$ cat src/rtl/isa_pkg.sv
// Shared ISA constants: opcode values and ALU_Signals bit positions.
// Used by the issue control, the ALU and the branch unit.
// Defines constants only; there is no timing or backpressure here.
package isa_pkg;

  // Opcode field values (instruction bits 31:27)
  localparam logic [4:0] OP_ADD  = 5'd0;
  localparam logic [4:0] OP_SUB  = 5'd1;
  localparam logic [4:0] OP_MUL  = 5'd2;
  localparam logic [4:0] OP_DIV  = 5'd3;
  localparam logic [4:0] OP_MOD  = 5'd4;
  localparam logic [4:0] OP_CMP  = 5'd5;
  localparam logic [4:0] OP_AND  = 5'd6;
  localparam logic [4:0] OP_OR   = 5'd7;
  localparam logic [4:0] OP_NOT  = 5'd8;
  localparam logic [4:0] OP_MOV  = 5'd9;
  localparam logic [4:0] OP_LSL  = 5'd10;
  localparam logic [4:0] OP_LSR  = 5'd11;
  localparam logic [4:0] OP_ASR  = 5'd12;
  localparam logic [4:0] OP_NOP  = 5'd13;
  localparam logic [4:0] OP_LD   = 5'd14;
  localparam logic [4:0] OP_ST   = 5'd15;
  localparam logic [4:0] OP_BEQ  = 5'd16;
  localparam logic [4:0] OP_BGT  = 5'd17;
  localparam logic [4:0] OP_B    = 5'd18;
  localparam logic [4:0] OP_CALL = 5'd19;
  localparam logic [4:0] OP_RET  = 5'd20;

  // Opcodes at or above this value are undefined
  localparam int NUM_OPCODES = 21;

  // Bit positions inside ALU_Signals[21:9]
  localparam int ALU_ADD = 9;
  localparam int ALU_SUB = 10;
  localparam int ALU_CMP = 11;
  localparam int ALU_MUL = 12;
  localparam int ALU_DIV = 13;
  localparam int ALU_MOD = 14;
  localparam int ALU_LSL = 15;
  localparam int ALU_LSR = 16;
  localparam int ALU_ASR = 17;
  localparam int ALU_OR  = 18;
  localparam int ALU_AND = 19;
  localparam int ALU_NOT = 20;
  localparam int ALU_MOV = 21;

endpackage

$ cat src/rtl/alu_op_decoder.sv
// Opcode to one-hot ALU control decode, plus illegal and multi-cycle flags.
// Purely combinational, zero latency.
// No backpressure; the caller registers the result.
module alu_op_decoder
  import isa_pkg::*;
(
  input  logic [4:0]  i_opcode,
  output logic [21:9] o_alu_sig,
  output logic        o_illegal,
  output logic        o_is_multicycle
);

  // Each opcode sets at most one control bit, so the ALU never has to arbitrate
  always_comb begin
    o_alu_sig       = '0;
    o_illegal       = 1'b0;
    o_is_multicycle = 1'b0;
    case (i_opcode)
      OP_ADD:  o_alu_sig[ALU_ADD] = 1'b1;
      OP_SUB:  o_alu_sig[ALU_SUB] = 1'b1;
      OP_MUL:  o_alu_sig[ALU_MUL] = 1'b1;
      OP_DIV: begin
        o_alu_sig[ALU_DIV] = 1'b1;
        o_is_multicycle    = 1'b1;
      end
      OP_MOD: begin
        o_alu_sig[ALU_MOD] = 1'b1;
        o_is_multicycle    = 1'b1;
      end
      OP_CMP:  o_alu_sig[ALU_CMP] = 1'b1;
      OP_AND:  o_alu_sig[ALU_AND] = 1'b1;
      OP_OR:   o_alu_sig[ALU_OR]  = 1'b1;
      OP_NOT:  o_alu_sig[ALU_NOT] = 1'b1;
      OP_MOV:  o_alu_sig[ALU_MOV] = 1'b1;
      OP_LSL:  o_alu_sig[ALU_LSL] = 1'b1;
      OP_LSR:  o_alu_sig[ALU_LSR] = 1'b1;
      OP_ASR:  o_alu_sig[ALU_ASR] = 1'b1;
      // Loads and stores use the adder for address generation
      OP_LD, OP_ST: o_alu_sig[ALU_ADD] = 1'b1;
      // Control-flow ops and nop need no ALU operation
      OP_NOP, OP_BEQ, OP_BGT, OP_B, OP_CALL, OP_RET: o_alu_sig = '0;
      default: o_illegal = 1'b1;
    endcase
  end

endmodule

$ cat src/rtl/alu_ctrl_issue.sv
// ID/EX control register: decodes opcode into ALU controls, tracks div/mod occupancy, owns flags_q.
// Latency: 1 cycle decode-to-EX; div/mod occupy EX for DIV_LATENCY cycles.
// Backpressure: id_ready drops while a div/mod is counting, on ex_stall, or on flush.
module alu_ctrl_issue
  import isa_pkg::*;
#(
  parameter int DIV_LATENCY = 4
) (
  input  logic        clk,
  input  logic        reset,
  input  logic        id_valid,
  input  logic [4:0]  id_opcode,
  input  logic        id_imm,
  output logic        id_ready,
  input  logic        ex_stall,
  input  logic        flush,
  input  logic [1:0]  alu_flags,
  output logic [21:9] ALU_Signals,
  output logic        ex_valid,
  output logic        ex_imm,
  output logic        ex_illegal,
  output logic        ex_fire,
  output logic [1:0]  flags_q
);

  localparam logic [3:0] DIV_LOAD = 4'(DIV_LATENCY - 1);

  logic [21:9] r_alu_sig;
  logic        r_valid;
  logic        r_imm;
  logic        r_illegal;
  logic [3:0]  r_cnt;
  logic [1:0]  r_flags;

  logic [21:9] w_dec_sig;
  logic        w_dec_illegal;
  logic        w_dec_multi;
  logic        w_busy;
  logic        w_accept;
  logic        w_fire;

  alu_op_decoder u_dec (
    .i_opcode        (id_opcode),
    .o_alu_sig       (w_dec_sig),
    .o_illegal       (w_dec_illegal),
    .o_is_multicycle (w_dec_multi)
  );

  // The count is only ever nonzero for a live div/mod, but gate with valid anyway
  assign w_busy   = r_valid && (r_cnt != 4'd0);
  assign id_ready = !w_busy && !ex_stall && !flush;
  assign w_accept = id_valid && id_ready;
  // A flush squashes the EX instruction, so it must not complete (nor write flags)
  assign w_fire   = r_valid && (r_cnt == 4'd0) && !ex_stall && !flush;

  // EX register: flush > hold (stall or divide in progress) > load > bubble
  always_ff @(posedge clk) begin
    if (reset || flush) begin
      r_alu_sig <= '0;
      r_valid   <= 1'b0;
      r_imm     <= 1'b0;
      r_illegal <= 1'b0;
      r_cnt     <= 4'd0;
    end else if (ex_stall || w_busy) begin
      if (!ex_stall && (r_cnt != 4'd0)) begin
        r_cnt <= r_cnt - 4'd1;
      end
    end else if (w_accept) begin
      r_alu_sig <= w_dec_sig;
      r_valid   <= 1'b1;
      r_imm     <= id_imm;
      r_illegal <= w_dec_illegal;
      r_cnt     <= w_dec_multi ? DIV_LOAD : 4'd0;
    end else begin
      r_alu_sig <= '0;
      r_valid   <= 1'b0;
      r_imm     <= 1'b0;
      r_illegal <= 1'b0;
      r_cnt     <= 4'd0;
    end
  end

  // Architectural flags: captured only when a compare completes
  always_ff @(posedge clk) begin
    if (reset) begin
      r_flags <= 2'b00;
    end else if (w_fire && r_alu_sig[ALU_CMP]) begin
      r_flags <= alu_flags;
    end
  end

  assign ALU_Signals = r_alu_sig;
  assign ex_valid    = r_valid;
  assign ex_imm      = r_imm;
  assign ex_illegal  = r_illegal;
  assign ex_fire     = w_fire;
  assign flags_q     = r_flags;

endmodule

$ cat config.mk
export PLATFORM = sky130hd
export DESIGN_NAME = alu_ctrl_issue
export DESIGN_NICKNAME = d
export VERILOG_FILES = /design/src/rtl/isa_pkg.sv /design/src/rtl/alu_op_decoder.sv /design/src/rtl/alu_ctrl_issue.sv
export SDC_FILE = /design/constraint.sdc
export NUM_CORES = 1
export LEC_CHECK = 0
export BUFFER_PORTS_ARGS = -buffer_cell sky130_fd_sc_hd__buf_2
export CAP_MARGIN = 20
export CORE_UTILIZATION = 50
export CTS_BUF_LIST = sky130_fd_sc_hd__clkbuf_4 sky130_fd_sc_hd__clkbuf_8
export CTS_CLUSTER_SIZE = 12
export DETAILED_ROUTE_END_ITERATION = 8
export PLACE_DENSITY = 0.78
export SYNTH_ARGS = -nofsm -noshare
export SYNTH_HDL_FRONTEND = slang
export SYNTH_SLANG_ARGS = --single-unit
$ cat constraint.sdc
create_clock -name clk -period 5.4 [get_ports clk]
set_clock_uncertainty 0.2 [all_clocks]
set_input_delay 0.81 -clock clk [delete_from_list [all_inputs] [get_ports clk]]
set_output_delay 0.81 -clock clk [all_outputs]
set_load 0.005 [all_outputs]
# [After elaboration in Yosys (flattened, before gate mapping)]
# Index checks and enable logic that the tools add are counted.
[word_totals] n_memories=0 reg_bits=22 word_cells=71 ram_bits=0 in_bits=13 latchBits=0 rom_bits=0
[classes] mux=23 div=0 add_sub_neg=1 bitwise=0 shifts=0 n_reduce_logical=20 n_lt_le_gt_ge=0 n_eq_ne=21 mul=0
[ops] operator="equality test 5 x 4 -> 1 bit, second input constant" count=8
[ops] operator="equality test 5 bit, second input constant" count=5
[ops] operator="OR reduction 21 bit" count=1
[ops] operator="equality test 5 x 3 -> 1 bit, second input constant" count=4
[ops] operator="two-way mux 1 bit" count=18
[ops] operator="two-way mux 13 bit" count=1
[ops] operator="equality test 5 x 2 -> 1 bit, second input constant" count=2
[ops] operator="logical AND 1 bit" count=9
[ops] operator="two-way mux 4 bit" count=2
[ops] operator="equality test 5 x 1 -> 1 bit, second input constant" count=1
[ops] operator="logical NOT 5 bit" count=1
[ops] operator="logical NOT 4 bit" count=1
[ops] operator="two-way mux 2 bit" count=2
[ops] operator="nonzero test 4 bit" count=1
[ops] operator="subtractor 4 x 1 -> 4 bit, second input constant" count=1
[ops] operator="logical NOT 1 bit" count=3
[ops] operator="OR reduction 3 bit" count=1
[ops] operator="logical OR 1 bit" count=2
[ops] operator="inequality test 2 x 1 -> 1 bit, second input constant" count=1
[ops] operator="OR reduction 2 bit" count=1

# [Longest topological paths before layout]
# Gate-level depths: netlist of run 1.
[logic_depth] depth_word=8 depth_mapped=7 depth_no_buf=6

# [Hierarchy]
# Synthesis of run 1 repeated with hierarchy kept, for this count alone.
[unflattened] hier_cells=147 hier_area_um2=1243.7
[by_module_without_submodules] mod="alu_ctrl_issue" cells_per_inst=118 seq_area_each_um2=440.4 area_per_inst_um2=1067.3 instances=1
[by_module_without_submodules] mod="alu_op_decoder" cells_per_inst=29 seq_area_each_um2=0.0 area_per_inst_um2=176.4 instances=1

# [Worst setup path after synthesis of run 1]
# No wires, ideal clock.
[synth_timing] path_type="input port to output port" startpoint="input port ex_stall" endpoint="output port id_ready" required_time_ns=4.390 n_path_buf=2 path_stages=5 arrival_time_ns=1.625 path_slack_ns=2.765 path_cell_list="clkbuf_1 inv_1 o21ai_2 buf_2 nor2_1"
[synth_via] elab_chain_len=3
[synth_lines] item="from (decl)" line="alu_ctrl_issue.sv:15" rtl="input logic ex_stall,"
[synth_lines] item="logical NOT 1 bit" line="alu_ctrl_issue.sv:51" rtl="assign id_ready = !w_busy && !ex_stall && !flush;"
[synth_lines] item="logical AND 1 bit (2 in series)" line="alu_ctrl_issue.sv:51"
[synth_lines] item="to (decl)" line="alu_ctrl_issue.sv:14" rtl="output logic id_ready,"
# No other way between the ends.

# [Worst setup path after layout of run 1]
[layout_timing] startpoint="register r_cnt[0]" endpoint="output port id_ready"
[layout_via] elab_chain_len=5
[layout_lines] item="from (decl)" line="alu_ctrl_issue.sv:32" rtl="logic [3:0] r_cnt;"
[layout_lines] item="from (signal assigned)" line="alu_ctrl_issue.sv:66" rtl="r_cnt <= r_cnt - 4'd1;"
[layout_lines] item="from (signal assigned)" line="alu_ctrl_issue.sv:73" rtl="r_cnt <= w_dec_multi ? DIV_LOAD : 4'd0;"
[layout_lines] item="nonzero test 4 bit" line="alu_ctrl_issue.sv:50" rtl="assign w_busy = r_valid && (r_cnt != 4'd0);"
[layout_lines] item="logical AND 1 bit" line="alu_ctrl_issue.sv:50"
[layout_lines] item="logical NOT 1 bit" line="alu_ctrl_issue.sv:51"
[layout_lines] item="logical AND 1 bit (2 in series)" line="alu_ctrl_issue.sv:51"
# No other way between the ends.

==> summary.md, run 1 <==
| Metric | Value |
|---|---|
| Final setup TNS | 0 ps |
| Core area | 0.00200 sq mm |
| Clk_lat worst skew | 300 ps |
| Cell area after synthesis | 0.00109 sq mm |
| Nets | 177 |
| Ys async rst share | 0 |
| Worst r2r src | r_cnt[0] |
| All-Layer GR Usage | 0.210 |
| Fin crit period | 2960 ps |
| FMAX | 338 MHz |
| Drt wl/cell | 12.5 um |
| Final Hold Vio Count | 0 |
| Syn_nets | 147 |
| Worst Setup SP | r_cnt[0] |
| Clock Sinks | 22 |
| Htree depth | 1 |
| RSZ-0062 raised after global routing | false |
| Yosys reg bits | 22 |
| Fin cells | 187 |
| Post-synth EDFFs | 0 |
| Fin area | 0.00126 sq mm |
| Final WL | 2330 um |
| Initial antenna violation count | 0 |
| Critical path class | flop to output pin |
| Placed cell area | 0.00124 sq mm |
| Max VDD drop | 0.158 mV |
| Synth Instances | 132 |
| First-pass GRT wire length | 3970 um |
| Hold EP | ALU_Signals[19] |
| Die extent in y | 48.6 um |
| I/O pins | 33 |
| Gpl congestion | 0.839 |
| Vias in the first global route | 894 |
| CTS resizes | 0 |
| Worst slew pin tran | 709 ps |
| Num rows | 16 |
| Hold Crit Class | flop to flop |
| Maxcap violations | 0 |
| Initial Util | 0.543 |
| Port Buffer Count | 32 |
| Final setup fails | 0 |
| Synth top area cells | dfxtp_1 41%, a21oi_1 8.3%, nand2_1 7.9%, nand3_1 4.6%, nor2_1 2.4% |
| Slew Limit Fails | 0 |
| DRC viols | 0 |
| Share of Yosys cell area claimed by the top area cell type | 0.406 |
| Arrival @ worst endpoint | 1950 ps |
| Final ANT Viol Nets | 0 |
| Reg2reg setup slack | 3290 ps |
| Yosys cell types | 38 |
| End-of-flow core utilization | 0.632 |
| Data required, critical path | 4390 ps |
| Primary FF master, synth | dfxtp_1 |
| Antenna fix cells | 0 |
| Initial DRC Count | 32 |
| Root Driver | clkbuf_4 |
| Hold Crit Start | ALU_Signals[19] |
| Cts hold-fix bufs | 0 |
| Area delta synth->final | 16.5% |
| Crit-path max FO | 18 |
| Power, Total | 0.000267 W |
| Synth warnings | 0 |
| Number of post-CTS setup repair buffers | 0 |
| Setup crit end kind | output pin |
| Share of cells above drive strength 1 | 0.288 |
| CTS tree | built |
| Clock transition at path regs | 110 ps |
| Register area share after synthesis | 0.406 |
| Worst reg-to-reg path cell count | 6 |
| Die X | 48.6 um |
| Global route total overflow | 0 |
| Slew HR | 0.527 |
| DR pass1 iterations | 6 |
| Hold path cells | 2 |
| Clk buf depth | 2 |
| Largest area contributor in the netlist | dfxtp_1 |
| Vias/cell | 5.49 |
| Post-DP HPWL | 1680 um |
| Filler cells | 193 |
| Count leader, synth | nand2_1 |
| Reg-to-Reg End | ALU_Signals[9] |
| Crit share post-route | 0.548 |
| Startpoint types | flop |
| Status | completed |
| Largest net degree at the start of global routing | 21 |
| CTS Buf Count | 3 |
| Leak | 0.508 nW |
| Avg Cell Area, Syn | 8.23 sq um |
| Placed Cells | 184 |
| Routed vias | 1,027 |
| PwrDens | 211 mW/mm^2 |
| Synth cell count leaders | 23 x nand2_1, 22 x dfxtp_1, 18 x a21oi_1 |
| Die ar. | 0.00236 sq mm |
==> worst max-delay path: stages, from the launching register on <==
cell	delay [ps]
dfxtp_1	370
inv_1	90
ha_1	230
nor3b_1	170
o21ai_2	570
nor2_1	70
buf_2	150
==> power by group <==
part	switching, W	total, W	internal, W
combinational	0.0000196	0.0000307	0.0000111
sequential	0.000000948	0.000164	0.000163
clock	0.0000459	0.0000719	0.0000260
==> stage by stage <==
stage          hold slack [ps]  worst slack [ps]
2_1_floorplan              248              2770
3_3_place_gp               239              2840
3_5_place_dp               242              2790
4_1_cts                    262              2440
5_1_grt                    269              2280
6_report                   256              2440
==> cell usage in the layout, fill, tap and decap left out, types with 4 or more instances in the layout <==
cell,synthesis,routed
a21oi_1,18,18
buf_2,3,32
dfxtp_1,22,22
inv_1,5,5
nand2_1,23,23
nand3_1,10,10
nand4_1,4,4
nor2_1,7,7
==> registers in the layout, indices dropped and copies added (netlist names) <==
register and cells:
ex_illegal 1, ex_valid 1, ex_imm 1, ALU_Signals 13, flags_q 2, r_cnt 4
==> how the worst max path moves through the flow <==
stage | end | cells after the start | slack (ps)
final | id_ready | 6 | 2440
after global routing | id_ready | 6 | 2280
after CTS | id_ready | 6 | 2440
after detailed placement | id_ready | 6 | 2790
after global placement | id_ready | 5 | 2840
after floorplan | id_ready | 5 | 2770
==> routing by layer <==
metal,global-route usage,vias up,share of wire
met1,0.278,472,0.47
met5,0,-,0
met4,0.0637,0,0.0052
met3,0.0220,2,0.044
li1,-,519,-
met2,0.356,34,0.48
==> logic make-up (layout without fill, tap and decap cells) <==
family,after synthesis,in the layout,synth area share
fa+ha+maj,2,2,0.0230
buf+inv,12,40,0.0518
mux,2,2,0.0184
compound gates,26,26,0.152
xor+xnor,1,1,0.00807
flops,22,22,0.406
simple gates,67,67,0.341
==> layout make-up <==
type                       count  area [sq um]  share of cell area
clock buffer                   3          22.5              0.0178
inverter                       5          18.8              0.0148
multi-input combinational     98           589               0.466
sequential                    22           440               0.348
tap                           27          33.8              0.0267
timing repair buffer          32           160               0.127
(Power assumes the default switching activity.)
==> run 2, diff against run 1 <==
Clock period 5.4 ns to 2.8 ns, I/O delays scaled along.
==> summary.md, run 2 (synthesis results as in run 1) <==
| Metric | Value |
|---|---|
| Max VDD drop | 0.364 mV |
| Worst r2r src | r_cnt[0] |
| Status | completed |
| Final Hold Vio Count | 0 |
| FMAX | 388 MHz |
| Slew Limit Fails | 0 |
| Placed Cells | 184 |
| Slew HR | 0.524 |
| Hold path cells | 2 |
| Die X | 48.6 um |
| Hold EP | flags_q[0] |
| DR pass1 iterations | 4 |
| Reg-to-Reg End | ex_illegal |
| Final setup TNS | 0 ps |
| Crit share post-route | 0.920 |
| Share of cells above drive strength 1 | 0.292 |
| First-pass GRT wire length | 3920 um |
| Clock Sinks | 22 |
| Gpl congestion | 0.871 |
| Root Driver | clkbuf_4 |
| CP Cell Sequence | inv_1 -> ha_1 -> nor3b_1 -> o21ai_2 -> nor2_1 -> buf_2 |
| All-Layer GR Usage | 0.207 |
| Final WL | 2260 um |
| Worst setup margin | 223 ps |
| RSZ-0062 raised after global routing | false |
| Number of post-CTS setup repair buffers | 0 |
| CTS resizes | 0 |
| PwrDens | 427 mW/mm^2 |
| Die extent in y | 48.6 um |
| Reg2reg setup slack | 730 ps |
| Critical path class | flop to output pin |
| Clock transition at path regs | 120 ps |
| Vias in the first global route | 917 |
| Startpoint types | flop |
| Area delta synth->final | 17.7% |
| Die ar. | 0.00236 sq mm |
| CTS tree | built |
| Clk_lat worst skew | 300 ps |
| Hold Crit Start | reset |
| DRC viols | 0 |
| Port Buffer Count | 32 |
| Setup crit end kind | output pin |
| Final ANT Viol Nets | 0 |
| Post-DP HPWL | 1630 um |
| Max incr delay on CP | 570 ps |
| Most common cell after layout, fill and taps aside | buf_2 |
| Arrival @ worst endpoint | 1960 ps |
| Final setup fails | 0 |
| Data required, critical path | 2180 ps |
| Worst reg-to-reg path cell count | 6 |
| Initial antenna violation count | 0 |
| Vias/cell | 5.32 |
| Largest net degree at the start of global routing | 21 |
| Power, Total | 0.000546 W |
| Cts hold-fix bufs | 0 |
| Clk buf depth | 2 |
| Initial DRC Count | 25 |
| Routed vias | 1,001 |
| Global route total overflow | 0 |
| Hold Crit Class | input pin to flop |
| Most frequent cells in the layout | 32 x buf_2, 23 x nand2_1, 22 x dfxtp_1 |
| Core area | 0.00200 sq mm |
| Dpl ws | 580 ps |
| Nets | 177 |
| Maxcap violations | 0 |
| Max reg flops | 13 |
| Worst slew pin tran | 714 ps |
| Crit-path max FO | 18 |
| Initial Util | 0.543 |
| Num rows | 16 |
| Antenna fix cells | 0 |
| Critical-path top delay cell | o21ai_2 |
| Leak | 0.515 nW |
| Fin cells | 188 |
| Fin crit period | 2580 ps |
| Htree depth | 1 |
| CTS Buf Count | 3 |
| I/O pins | 33 |
| Drt wl/cell | 12.0 um |
## run 2: worst max path at each step
stage | startpoint | endpoint | slack [ps]
6_report | r_cnt[0] | id_ready | 220
5_1_grt | r_cnt[0] | id_ready | 50
4_1_cts | r_cnt[0] | id_ready | 220
3_5_place_dp | r_cnt[0] | id_ready | 580
3_3_place_gp | r_cnt[0] | id_ready | 660
2_1_floorplan | r_cnt[0] | id_ready | 900
## run 2: cell type report
cell class | instances | area [sq um]
Timing Repair Buffer | 32 | 160
Tap cell | 27 | 33.8
Multi-Input combinational cell | 98 | 589
Clock buffer | 4 | 36.3
Fill cell | 186 | 723
Sequential cell | 22 | 440
Inverter | 5 | 18.8
## run 2: critical path: cells and delay by family, from the launching register on
kind,cells,cell delay [ps]
AND/OR/NAND/NOR,2,230
flip-flops,1,370
buffers and inverters,2,240
AO/OA/AOI/OAI,1,570
adder cells (fa/ha/maj),1,240
## run 2: stage by stage
stage / instance area (sq um) / util / hold slack [ps]
2_1_floorplan: 1090 / - / 248
3_3_place_gp: 1240 / 0.621 / 239
3_5_place_dp: 1240 / 0.621 / 241
4_1_cts: 1280 / 0.639 / 76.6
5_1_grt: 1280 / 0.639 / 73.4
6_report: 1280 / 0.639 / 81.5
## run 2: layer usage
layer	up-vias	global-route usage	share of wire
li1	522	-	-
met1	451	0.289	0.49
met2	26	0.319	0.47
met3	2	0.0283	0.032
met4	0	0.0882	0.0067
met5	-	0	0
## run 2: power breakdown
part / total (W) / switching, W / internal [W]
combinational: 0.0000588 / 0.0000374 / 0.0000214
sequential: 0.000317 / 0.00000188 / 0.000315
clock: 0.000171 / 0.0000917 / 0.0000793
==> run 3, diff against run 2 <==
Settings changed: ABC_AREA set to 1.
==> summary.md, run 3 <==
| Metric | Value |
|---|---|
| Post-DP HPWL | 1850 um |
| Vias in the first global route | 1,031 |
| Crit share post-route | 0.779 |
| Die extent in y | 48.4 um |
| Die X | 48.4 um |
| Htree depth | 1 |
| First-pass GRT wire length | 4290 um |
| Routed vias | 1,079 |
| Vias/cell | 5.14 |
| FMAX | 458 MHz |
| Internal power | 0.000416 W |
| Clock Sinks | 22 |
| Main combinational cell family by area after synthesis | simple AND/OR/NAND/NOR gates |
| Worst slew pin tran | 496 ps |
| Most frequent cells in the layout | 33 x nor2_1, 32 x buf_2, 22 x dfxtp_1 |
| Share of cells above drive strength 1 | 0.230 |
| Filler cells | 185 |
| I/O pins | 33 |
| CTS resizes | 0 |
| Complex-gate fraction of the synthesized area | 0.185 |
| Clock share of power | 0.317 |
| DRC viols | 0 |
| Gpl congestion | 0.869 |
| Count leader, synth | nor2_1 |
| Data required, critical path | 2180 ps |
| Synth cell count leaders | 33 x nor2_1, 22 x dfxtp_1, 21 x inv_1 |
| CTS tree | built |
| Fin area | 0.00129 sq mm |
| Startpoint types | flop |
| Max VDD drop | 0.251 mV |
| CP Cell Sequence | inv_1 -> ha_1 -> nand3_2 -> nand2_2 -> nand2_4 -> nor2_1 -> buf_2 |
| Clk_lat worst skew | 310 ps |
| Register area share after synthesis | 0.409 |
| Sw power | 0.000146 W |
| Share of Yosys cell area claimed by the top area cell type | 0.409 |
| Syn_nets | 165 |
| Nets | 199 |
| Setup crit end kind | output pin |
| Multi-input gate area | 533 sq um |
| Final setup TNS | 0 ps |
| Root Driver | clkbuf_4 |
| Adder-Cell Fraction of Synth Area | 0.0232 |
| Yosys reg bits | 22 |
| Yosys cell types | 22 |
| Most common cell after layout, fill and taps aside | nor2_1 |
| RSZ-0062 raised after global routing | false |
| Critical-path top delay cell | dfxtp_1 |
| Crit-path max FO | 19 |
| Arrival @ worst endpoint | 1560 ps |
| All-Layer GR Usage | 0.234 |
| Port Buffer Count | 32 |
| Area delta synth->final | 19.4% |
| Slew Limit Fails | 0 |
| Max reg flops | 13 |
| Die ar. | 0.00234 sq mm |
| Max incr delay on CP | 340 ps |
| Final Hold Vio Count | 0 |
| Critical path class | flop to output pin |
| Placed cell area | 0.00125 sq mm |
| Initial antenna violation count | 0 |
| Num rows | 16 |
| Seq pwr share | 0.564 |
| Number of post-CTS setup repair buffers | 0 |
| Fin cells | 210 |
| Placed Cells | 206 |
| Ys async rst share | 0 |
| Worst reg-to-reg path cell count | 8 |
| Mux contribution to synthesized area | 0 |
| Antenna fix cells | 0 |
| Synth Instances | 150 |
| Logic gate share of total power | 0.119 |
| Final WL | 2450 um |
| Synth top area cells | dfxtp_1 41%, nor2_1 11%, a22oi_1 7.7%, inv_1 7.3%, nand2_1 5.9% |
| Drt wl/cell | 11.6 um |
| Switching part of the total | 0.260 |
| Maxcap violations | 0 |
| Synth Area in XOR/XNOR | 0 |
| Post-synth EDFFs | 0 |
| Avg Cell Area, Syn | 7.18 sq um |
| Largest net degree at the start of global routing | 20 |
| Primary FF master, synth | dfxtp_1 |
| Largest area contributor in the netlist | dfxtp_1 |
| DR pass1 iterations | 4 |
| Slew HR | 0.668 |
| Cts hold-fix bufs | 0 |
| Reg area | 440 sq um |
| Clk buf depth | 2 |
| Simple-Gate Fraction of Synth Area | 0.287 |
| Hold path cells | 3 |
| Initial Util | 0.538 |
| Status | completed |
| Final setup fails | 0 |
| Global route total overflow | 0 |
| Final ANT Viol Nets | 0 |
| Hold Crit Class | input pin to flop |
| Leak | 0.607 nW |
| Fin crit period | 2180 ps |
| Cell area after synthesis | 0.00108 sq mm |
| Clock transition at path regs | 120 ps |
| CTS Buf Count | 3 |
| Core area | 0.00200 sq mm |
| PwrDens | 437 mW/mm^2 |
| Synth warnings | 0 |
| Initial DRC Count | 18 |
run 3: worst paths after layout:
kind / from / endpoint / slack [ps]
max: r_cnt[0] / id_ready / 620
min: id_imm / ex_imm / 140
max reg2reg: r_cnt[0] / r_cnt[0] / 780
min reg2reg: ALU_Signals[9] / ALU_Signals[9] / 290
run 3: power by group through the flow:
stage               registers, W  logic [W]  clock network, W
finish                  0.000317  0.0000667          0.000178
global route            0.000318  0.0000764          0.000191
CTS                     0.000317  0.0000663          0.000178
detailed placement      0.000324  0.0000657                 0
global placement        0.000324  0.0000641                 0
floorplan               0.000324  0.0000431                 0
run 3: worst max-delay path, delay by kind of cell (launching register included):
| kind | cells | cell delay, ps |
|---|---|---|
| simple gates | 4 | 510 |
| flops | 1 | 340 |
| buf+inv | 2 | 220 |
| fa+ha+maj | 1 | 160 |
run 3: layout make-up:
class,instances,share of cell area
Inverter,22,0.0642
Clock buffer,4,0.0282
Multi-Input combinational cell,103,0.414
Tap cell,27,0.0263
Timing Repair Buffer,32,0.125
Sequential cell,22,0.342
run 3: metal layers:
layer  routed length, um  vias to the layer above  global-route usage
li1                    -                      565                   -
met1                1100                      480               0.277
met2                1180                       23               0.413
met3                  75                       11              0.0409
met4                  84                        0               0.103
met5                   0                        -                   0
run 3: cell families after synthesis:
group | count (synthesis)
and+or+nand+nor | 69
DFF | 22
adders and majority gates | 2
AOI/OAI and AO/OA | 32
buffers and inverters | 25
run 3: stage by stage:
step / total power (W) / setup slack, ps / hold slack, ps / utilization
floorplan: 0.000367 / 1250 / 257 / -
global placement: 0.000388 / 902 / 261 / 0.624
detailed placement: 0.000390 / 809 / 269 / 0.624
CTS: 0.000561 / 620 / 148 / 0.643
global route: 0.000585 / 468 / 166 / 0.643
finish: 0.000562 / 618 / 143 / 0.643
